### src/rtl/ie_fetch_sequencer_pkg.sv
// Shared types for the execute-side fetch sequencer.
// Latency: n/a (types and constants only).
// Backpressure: n/a.
package ie_fetch_sequencer_pkg;

    localparam int PC_W     = 16;
    localparam int OP_W     = 8;
    localparam int ALU_OP_W = 4;

    typedef enum logic [2:0] {
        IDLE,
        ISSUE,
        WAIT_LOW,
        WAIT_HIGH,
        DISPATCH
    } seq_state_t;

    // Decoded instruction as handed to the execute datapath.
    typedef struct packed {
        logic [OP_W-1:0]     op;
        logic [ALU_OP_W-1:0] alu_op;
        logic [PC_W-1:0]     addr;
        logic                imm_mode;
        logic [2:0]          store_flag;
        logic [1:0]          reg_load_flag;
        logic                mem_load_flag;
    } ex_instr_t;

endpackage

### src/rtl/ie_fetch_sequencer_watchdog.sv
// Fetch watchdog: counts cycles spent waiting on instr_fetch.
// Latency: timeout is combinational on the cycle the count reaches TIMEOUT_CYCLES.
// Backpressure: none; clear has priority over enable, count saturates at the limit.
module ie_fetch_sequencer_watchdog #(
    parameter int TIMEOUT_CYCLES = 64
) (
    input  logic clk,
    input  logic rst,
    input  logic clr,
    input  logic en,
    output logic timeout
);

    localparam int CW = $clog2(TIMEOUT_CYCLES + 1);

    logic [CW-1:0] cnt_q;
    logic [CW-1:0] cnt_d;

    // Timeout fires on the enabled cycle that would make the count reach the limit.
    assign timeout = en && (cnt_q == CW'(TIMEOUT_CYCLES - 1));

    // Next count: clear wins, otherwise step while enabled and not yet expired.
    always_comb begin
        cnt_d = cnt_q;
        if (clr) begin
            cnt_d = '0;
        end else if (en && !timeout) begin
            cnt_d = cnt_q + CW'(1);
        end
    end

    // Count register.
    always_ff @(posedge clk or negedge rst) begin
        if (!rst) begin
            cnt_q <= '0;
        end else begin
            cnt_q <= cnt_d;
        end
    end

endmodule

### src/rtl/ie_fetch_sequencer.sv
// Execute-side fetch sequencer: owns the PC, handshakes instr_fetch, dispatches decoded ops.
// Latency: ISSUE to ex_valid is 3 cycles minimum; one instruction per 4 cycles plus fetch latency.
// Backpressure: ex_valid/ex_* hold until ex_ready; no new fetch is issued while an op is pending.
module ie_fetch_sequencer
    import ie_fetch_sequencer_pkg::*;
#(
    parameter logic [PC_W-1:0] RESET_PC       = 16'h0100,
    parameter int              TIMEOUT_CYCLES = 64,
    parameter int              CNT_W          = 32
) (
    input  logic                clk,
    input  logic                rst,
    input  logic                run,
    input  logic [PC_W-1:0]     if_pc_to_ie,
    input  logic [PC_W-1:0]     if_addr_to_ie,
    input  logic [OP_W-1:0]     if_new_op,
    input  logic [ALU_OP_W-1:0] if_alu_op,
    input  logic                if_imm_mode,
    input  logic [2:0]          if_store_flag,
    input  logic [1:0]          if_reg_load_flag,
    input  logic                if_mem_load_flag,
    input  logic                if_instr_valid,
    output logic                ie_ready,
    output logic [PC_W-1:0]     pc_from_ie,
    output logic                ex_valid,
    input  logic                ex_ready,
    output logic [OP_W-1:0]     ex_op,
    output logic [ALU_OP_W-1:0] ex_alu_op,
    output logic [PC_W-1:0]     ex_addr,
    output logic                ex_imm_mode,
    output logic [2:0]          ex_store_flag,
    output logic [1:0]          ex_reg_load_flag,
    output logic                ex_mem_load_flag,
    input  logic                redirect_valid,
    input  logic [PC_W-1:0]     redirect_pc,
    output logic                fetch_err,
    output logic [CNT_W-1:0]    instr_count
);

    seq_state_t       state_q,      state_d;
    logic [PC_W-1:0]  pc_q,         pc_d;
    logic [PC_W-1:0]  next_pc_q,    next_pc_d;
    ex_instr_t        ex_q,         ex_d;
    logic             ex_valid_q,   ex_valid_d;
    logic             ie_ready_q,   ie_ready_d;
    logic             fetch_err_q,  fetch_err_d;
    logic [CNT_W-1:0] cnt_q,        cnt_d;
    logic             redir_pend_q, redir_pend_d;
    logic [PC_W-1:0]  redir_pc_q,   redir_pc_d;

    logic wd_clr;
    logic wd_en;
    logic wd_timeout;
    logic handshake;

    // The watchdog restarts on every issue and again when fetch drops valid,
    // so each wait phase gets its own full budget.
    assign wd_clr = (state_q == ISSUE) ||
                    ((state_q == WAIT_LOW) && !if_instr_valid);
    assign wd_en  = ((state_q == WAIT_LOW)  &&  if_instr_valid) ||
                    ((state_q == WAIT_HIGH) && !if_instr_valid);

    assign handshake = (state_q == DISPATCH) && ex_valid_q && ex_ready;

    ie_fetch_sequencer_watchdog #(
        .TIMEOUT_CYCLES (TIMEOUT_CYCLES)
    ) u_watchdog (
        .clk     (clk),
        .rst     (rst),
        .clr     (wd_clr),
        .en      (wd_en),
        .timeout (wd_timeout)
    );

    // Next-state, PC selection, redirect capture and dispatch bookkeeping.
    always_comb begin
        state_d      = state_q;
        pc_d         = pc_q;
        next_pc_d    = next_pc_q;
        ex_d         = ex_q;
        ex_valid_d   = ex_valid_q;
        fetch_err_d  = fetch_err_q;
        cnt_d        = cnt_q;
        redir_pend_d = redir_pend_q;
        redir_pc_d   = redir_pc_q;

        // A redirect seen outside IDLE is parked until the next PC update;
        // a newer redirect simply replaces an older one.
        if (redirect_valid) begin
            redir_pend_d = 1'b1;
            redir_pc_d   = redirect_pc;
        end

        case (state_q)
            IDLE: begin
                // Nothing in flight, so the redirect can land on the PC at once.
                if (redirect_valid) begin
                    pc_d         = redirect_pc;
                    redir_pend_d = 1'b0;
                end
                if (run) begin
                    state_d = ISSUE;
                end
            end
            ISSUE: begin
                state_d = WAIT_LOW;
            end
            WAIT_LOW: begin
                if (!if_instr_valid) begin
                    state_d = WAIT_HIGH;
                end else if (wd_timeout) begin
                    fetch_err_d = 1'b1;
                    state_d     = IDLE;
                end
            end
            WAIT_HIGH: begin
                if (if_instr_valid) begin
                    ex_d.op            = if_new_op;
                    ex_d.alu_op        = if_alu_op;
                    ex_d.addr          = if_addr_to_ie;
                    ex_d.imm_mode      = if_imm_mode;
                    ex_d.store_flag    = if_store_flag;
                    ex_d.reg_load_flag = if_reg_load_flag;
                    ex_d.mem_load_flag = if_mem_load_flag;
                    next_pc_d          = if_pc_to_ie;
                    ex_valid_d         = 1'b1;
                    state_d            = DISPATCH;
                end else if (wd_timeout) begin
                    fetch_err_d = 1'b1;
                    state_d     = IDLE;
                end
            end
            DISPATCH: begin
                if (handshake) begin
                    ex_valid_d   = 1'b0;
                    // A redirect on this very edge beats an older parked one.
                    if (redirect_valid) begin
                        pc_d = redirect_pc;
                    end else if (redir_pend_q) begin
                        pc_d = redir_pc_q;
                    end else begin
                        pc_d = next_pc_q;
                    end
                    redir_pend_d = 1'b0;
                    cnt_d        = cnt_q + CNT_W'(1);
                    state_d      = run ? ISSUE : IDLE;
                end
            end
            default: begin
                state_d = IDLE;
            end
        endcase

        // ie_ready is registered and high for exactly the ISSUE cycle.
        ie_ready_d = (state_d == ISSUE);
    end

    // All sequencer state and registered outputs.
    always_ff @(posedge clk or negedge rst) begin
        if (!rst) begin
            state_q      <= IDLE;
            pc_q         <= RESET_PC;
            next_pc_q    <= '0;
            ex_q         <= '0;
            ex_valid_q   <= 1'b0;
            ie_ready_q   <= 1'b0;
            fetch_err_q  <= 1'b0;
            cnt_q        <= '0;
            redir_pend_q <= 1'b0;
            redir_pc_q   <= '0;
        end else begin
            state_q      <= state_d;
            pc_q         <= pc_d;
            next_pc_q    <= next_pc_d;
            ex_q         <= ex_d;
            ex_valid_q   <= ex_valid_d;
            ie_ready_q   <= ie_ready_d;
            fetch_err_q  <= fetch_err_d;
            cnt_q        <= cnt_d;
            redir_pend_q <= redir_pend_d;
            redir_pc_q   <= redir_pc_d;
        end
    end

    assign ie_ready         = ie_ready_q;
    assign pc_from_ie       = pc_q;
    assign ex_valid         = ex_valid_q;
    assign ex_op            = ex_q.op;
    assign ex_alu_op        = ex_q.alu_op;
    assign ex_addr          = ex_q.addr;
    assign ex_imm_mode      = ex_q.imm_mode;
    assign ex_store_flag    = ex_q.store_flag;
    assign ex_reg_load_flag = ex_q.reg_load_flag;
    assign ex_mem_load_flag = ex_q.mem_load_flag;
    assign fetch_err        = fetch_err_q;
    assign instr_count      = cnt_q;

endmodule

### config.mk
export PLATFORM = sky130hd
export DESIGN_NAME = ie_fetch_sequencer
export DESIGN_NICKNAME = d
export VERILOG_FILES = /design/src/rtl/ie_fetch_sequencer_pkg.sv /design/src/rtl/ie_fetch_sequencer_watchdog.sv /design/src/rtl/ie_fetch_sequencer.sv
export SDC_FILE = /design/constraint.sdc
export NUM_CORES = 1
export LEC_CHECK = 0
export BUFFER_PORTS_ARGS = -buffer_cell sky130_fd_sc_hd__buf_2
export CORE_AREA = 10 10 116 118
export DETAILED_ROUTE_END_ITERATION = 10
export DIE_AREA = 0 0 126 128
export GPL_TIMING_DRIVEN = 0
export PLACE_DENSITY = 0.73
export SYNTH_ARGS = -nofsm -noshare
export SYNTH_HDL_FRONTEND = slang
export SYNTH_SLANG_ARGS = --single-unit
### constraint.sdc
create_clock -name clk -period 4.3 [get_ports clk]
set_input_delay 0.43 -clock clk [delete_from_list [all_inputs] [get_ports clk]]
set_output_delay 0.43 -clock clk [all_outputs]
set_load 0.01 [all_outputs]
---- After elaboration in Yosys (flattened, before gate mapping) ----
Index checks and enable logic that the tools add are counted.
word-level totals
  bits in registers ....................... 129
  input port bits ......................... 73
cells by class
  add/subtract/negate cells ............... 2
  equal/unequal tests ..................... 11
  muxes and demuxes ....................... 25
  reduce and logical (&&, ||, !) cells .... 21
operator list
  cell                     count
  $mux W16                 4
  $add A32 B1 Y32 const B  1
  $pmux W16 S2             1
  $mux W3                  5
  $pmux W3 S5              1
  $mux W7                  2
  $ne A2 B2 Y1 const B     5
  $mux W1                  9
  $reduce_and A3 Y1        3
  $reduce_bool A2 Y1       4
  $add A7 B1 Y7 const B    1
  $eq A7 B6 Y1 const B     1
  $logic_and A1 B1 Y1      7
  $eq A3 B1 Y1 const B     2
  $eq A3 B2 Y1 const B     2
  $pmux W1 S2              3
  $reduce_and A2 Y1        2
  $eq A3 B3 Y1 const B     1
  $logic_not A3 Y1         1
  $logic_not A1 Y1         2
  $logic_or A1 B1 Y1       2

---- Longest topological paths before layout ----
  depth after elaboration ................. 8
  gate-level depth with buffers ........... 6
  gate-level depth less buffers ........... 5

---- Cells and area by module ----
A second synthesis with hierarchy kept.
second synthesis, totals
  cell total of the unflattened synthesis .. 457
  area, all modules ....................... 5637.9 um^2
modules (own cells, without submodules)
  module                       instances  cells each  area an instance (um^2)  seq. area each (um^2)
  ie_fetch_sequencer           1          418         5247.5                   3054.2
  ie_fetch_sequencer_watchdog  1          39          390.4                    175.2

---- Worst setup path before layout ----
No wires, ideal clock.
  path kind ............................... reg2reg
  start point ............................. register state_q[1]
  end point ............................... register cnt_q[13] (netlist: instr_count[13])
  library setup time ...................... 0.079 ns
  data arrival time ....................... 1.891 ns
  data required time ...................... 4.221 ns
  setup slack ............................. 2.329 ns
  stages on the path, launching flop included .. 7
  buffers on the path ..................... 2
  period minus slack after synthesis ...... 1.971 ns
  cells stage by stage .................... dfrtp_1 > buf_6 > or3b_4 > or4_4 > buf_6 > nor3_4 > xor2_1
on the way
  cells in the longest elaborated chain, start to end .. 4
ends and longest elaborated chain
  item                               RTL line                                            RTL
  from (decl)                        ie_fetch_sequencer.sv:40                            seq_state_t state_q, state_d;
  from (signal assigned)             ie_fetch_sequencer.sv:172                           state_q <= state_d;
  $eq A3 B3 Y1 (*)                   ie_fetch_sequencer.sv:63, ie_fetch_sequencer.sv:94
  $logic_and A1 B1 Y1 (2 in series)  ie_fetch_sequencer.sv:63                            assign handshake = (state_q == DISPATCH) && ex_valid_q && ex_ready;
  $reduce_and A2 Y1 (no line) (*)    --
  to (signal assigned)               ie_fetch_sequencer.sv:179                           cnt_q <= cnt_d;
  to (decl)                          ie_fetch_sequencer.sv:47                            logic [CNT_W-1:0] cnt_q, cnt_d;
Mark *: on every way between the ends. The rest lies on a longest branch, timed or not.
A chain may end at the register's enable or synchronous reset.

---- Worst setup path in the final report ----
  start point ............................. register state_q[2]
  end point ............................... register next_pc_q[10]
on the way
  cells in the longest elaborated chain, start to end .. 2
ends and longest elaborated chain
  item                         RTL line                   RTL
  $eq A3 B2 Y1                 ie_fetch_sequencer.sv:94   case (state_q)
  $reduce_and A2 Y1 (no line)  --
  to (signal assigned)         ie_fetch_sequencer.sv:174  next_pc_q <= next_pc_d;
  to (decl)                    ie_fetch_sequencer.sv:42   logic [PC_W-1:0] next_pc_q, next_pc_d;
Every way passes these cells.

==> parameters.txt <==
Parameter                              Value

Timing
  Number of slew-limit violations in the final report ... 0
  Final hold violations ... 0
  Total of endpoints with negative setup slack in the final report ... 0
  Relative max-transition margin ... 0.518
  Transition time at the pin with the least slew margin ... 0.713 ns
  Fin crit period ... 2.23 ns
  Minimum hold slack ... 0.246 ns
  Achievable frequency ... 0.448 GHz
  Final worst clock skew ... 0.00517 ns
  Period utilization ... 0.519
  Total negative slack for setup checks ... 0 ns
  RSZ-0062 raised after global routing ... false

Finish
  Area growth from synthesis to layout ... 27.4%
  Most common cell after layout, fill and taps aside ... buf_2
  Net count, final ... 709
  Final core utilization ... 0.635
  Number of standard cells in the layout, taps in and fillers out ... 788
  Commonest non-fill, non-tap cells in the layout ... buf_2, dfrtp_1, mux2_2, nand2_1, o21ai_0
  # fillers ... 933
  Share of final-layout standard cells stronger than drive strength 1 ... 0.422

Logic synthesis
  Most area-consuming cells after synthesis ... dfrtp_1, mux2_2, xor2_1, nand2_1, o21ai_0
  Cell taking the most area after synthesis ... dfrtp_1
  Prevailing post-synth register cell ... dfrtp_1
  Average size of a mapped cell ... 12.2 um^2
  Post-synthesis async set-or-reset flop share ... 1.00
  Post-synth net total ... 532
  Mapped Cells ... 457
  Proportion of netlist area held by the largest area contributor ... 0.573
  FF+latch count, synth ... 129
  Part of the Yosys area used for sequential elements ... 0.577
  Number of enable-type register cells in the synthesized netlist ... 0
  Summed instance area of the synthesized netlist ... 5590 um^2
  Netlist cell types ... 47
  Number of warning messages in the yosys log ... 0

Detailed routing
  Total length of routed wires ... 13700 um
  Vias post-DR ... 4107
  Number of nets still failing antenna checks after routing ... 0
  Routed vias/inst ... 5.21
  Initial DRT Pass Iterations ... 4
  Detail-routed net length per standard cell ... 17.4 um
  Number of remaining DRC errors ... 0
  Drt first-iter violations ... 197

Hold path
  HP Class ... in2reg
  Cell depth of the worst hold path ... 2
  Worst hold path endpoint ... ex_addr[6]$_DFFE_PN0P_
  Worst min-delay path startpoint ... if_addr_to_ie[6]

Power and ir drop
  Static Leakage ... 3.53 nW
  Power consumption ... 4.36 mW
  Maximum ir drop on the vdd rail ... 0.367 mV
  Power per unit of standard cell area ... 612 nW/um^2

Global routing
  Via count of the first global-routing pass ... 4463
  Global-route total usage across every layer ... 0.171
  Congestion Overflow GR ... 0
  Antenna violations before repair ... 2
  Pin count of the biggest net entering global routing ... 102
  Wire length of the first global-routing pass ... 22100 um

Worst setup path
  Critical Path End Type ... register
  Register-to-register path setup slack ... 2.07 ns
  Largest driver fanout on the critical path ... 10
  Data arrival time of the critical path ... 2.53 ns
  Capturing point of the worst reg2reg path ... next_pc_q[10]$_DFFE_PN0P_
  Startpoint kind of the worst setup timing path ... register
  Worst reg2reg path depth ... 5
  Data required, critical path ... 4.59 ns
  Critical setup path kind ... reg2reg
  Worst flop-to-flop path startpoint ... state_q[2]$_DFF_PN0_

Floorplan
  Standard cell core area ... 11200 um^2
  Number of primary I/O pins ... 159
  Die width ... 126 um
  Die Ht ... 128 um
  Num rows ... 39
  Die area ... 16100 um^2
  Starting Density ... 0.498

Clocking
  H-Tree Depth ... 4
  Number of sinks driven by the clock tree ... 129
  CTS buffer count ... 17
  Clock latency reported for the late side of the worst-skew pair ... 0.41 ns
  Buffer depth of the longest clock path ... 2
  Root buffer selected by CTS ... clkbuf_16
  Clock-pin slew on the worst setup and hold paths ... 0.05 ns
  CTS tree ... built

Placed design
  Number of buffers inserted by port buffering ... 156
  Instance count after placement with tap cells included ... 757
  Final Wtd Congestion ... 0.810
  Final HPWL DP ... 10100 um

Run
  Maximum Capacitance Violations ... 0

Outcome
  Result of the run ... finished, final reports clean
==> area by class of cell <==
| class | count | area [um^2] | share of cell area |
|---|---|---|---|
| Multi-Input combinational cell | 293 | 2220 | 0.311 |
| Clock buffer | 22 | 464 | 0.0651 |
| Buffer | 23 | 103 | 0.0144 |
| Timing Repair Buffer | 158 | 825 | 0.116 |
| Sequential cell | 129 | 3230 | 0.453 |
| Inverter | 12 | 45.0 | 0.00632 |
| Tap cell | 143 | 179 | 0.0251 |
| Clock inverter | 7 | 62.6 | 0.00878 |
| Antenna cell | 1 | 2.50 | 0.000351 |
==> per-layer routing <==
layer	wire [um]	vias to the layer above	global-route usage
met2	6520	134	0.276
met1	5410	2000	0.184
met5	13	-	0
met4	254	2	0.0710
li1	-	1947	-
met3	1490	24	0.0910
==> Yosys cell counts, types with 6 or more instances <==
cell	n
xor2_1	24
inv_1	12
mux2i_1	16
dfrtp_1	128
xnor2_1	9
nand3_1	11
nand2_1	48
nor3_2	6
clkbuf_1	19
mux2_2	69
nor2_1	14
o21ai_0	34
nor3_1	8
==> critical path, cell delays in order (launching register included) <==
cell,delay (ns)
dfrtp_1,0.33
clkbuf_1,0.31
nor2b_1,0.18
nand3_1,0.31
clkbuf_1,0.57
mux2_2,0.41
==> state kept, by name (all words and copies together) (netlist names) <==
name / flops
pc_from_ie: 16
ex_mem_load_flag: 1
ex_imm_mode: 1
next_pc_q: 16
ie_ready: 1
ex_alu_op: 4
ex_valid: 1
ex_reg_load_flag: 2
redir_pend_q: 1
ex_store_flag: 3
fetch_err: 1
ex_addr: 16
redir_pc_q: 16
u_watchdog.cnt_q: 7
ex_op: 8
instr_count: 32
state_q: 3
==> how the worst max path moves through the flow <==
stage / from / to / depth (start not counted)
5_1_grt: state_q[0]$_DFF_PN0_ / pc_from_ie[3]$_DFFE_PN0P_ / 6
3_5_place_dp: redirect_valid / pc_from_ie[10]$_DFFE_PN0P_ / 6
2_1_floorplan: state_q[1]$_DFF_PN0_ / instr_count[13]$_DFFE_PN0P_ / 6
3_3_place_gp: rst / ex_addr[10]$_DFFE_PN0P_ / 1
6_report: state_q[2]$_DFF_PN0_ / next_pc_q[10]$_DFFE_PN0P_ / 5
4_1_cts: state_q[2]$_DFF_PN0_ / next_pc_q[10]$_DFFE_PN0P_ / 5
==> logic make-up (layout without fill, tap and decap cells) <==
kind of cell               Yosys count  after routing  share of synthesized area
xor gates and xnor gates            33             33                     0.0517
adders and majority gates            2              2                    0.00447
muxes                               85             85                      0.168
buffers and inverters               35            222                     0.0264
DFF                                129            129                      0.577
AOI/OAI and AO/OA                   56             56                     0.0606
other                                0              1                          0
and+or+nand+nor                    117            117                      0.112
==> stage by stage <==
stage	worst slack (ns)	instance area, um^2
final	2.07	7130
after global routing	1.77	7120
after CTS	2.03	7120
after detailed placement	2.02	6590
after global placement	1.13	6550
after floorplan	2.33	5590
==> where the power goes <==
part	switching, mW	internal (mW)
registers	0.192	1.59
logic	0.662	0.625
clock network	0.483	0.808
total	1.34	3.02
==> what timing repair did <==
action / CTS / global route
resized for setup: 0 / 0
hold buffers: 1 / 0
hold endpoints to repair: 28 / 0
setup buffers: 0 / 0
Note: power is estimated with default switching activity, not from simulation.
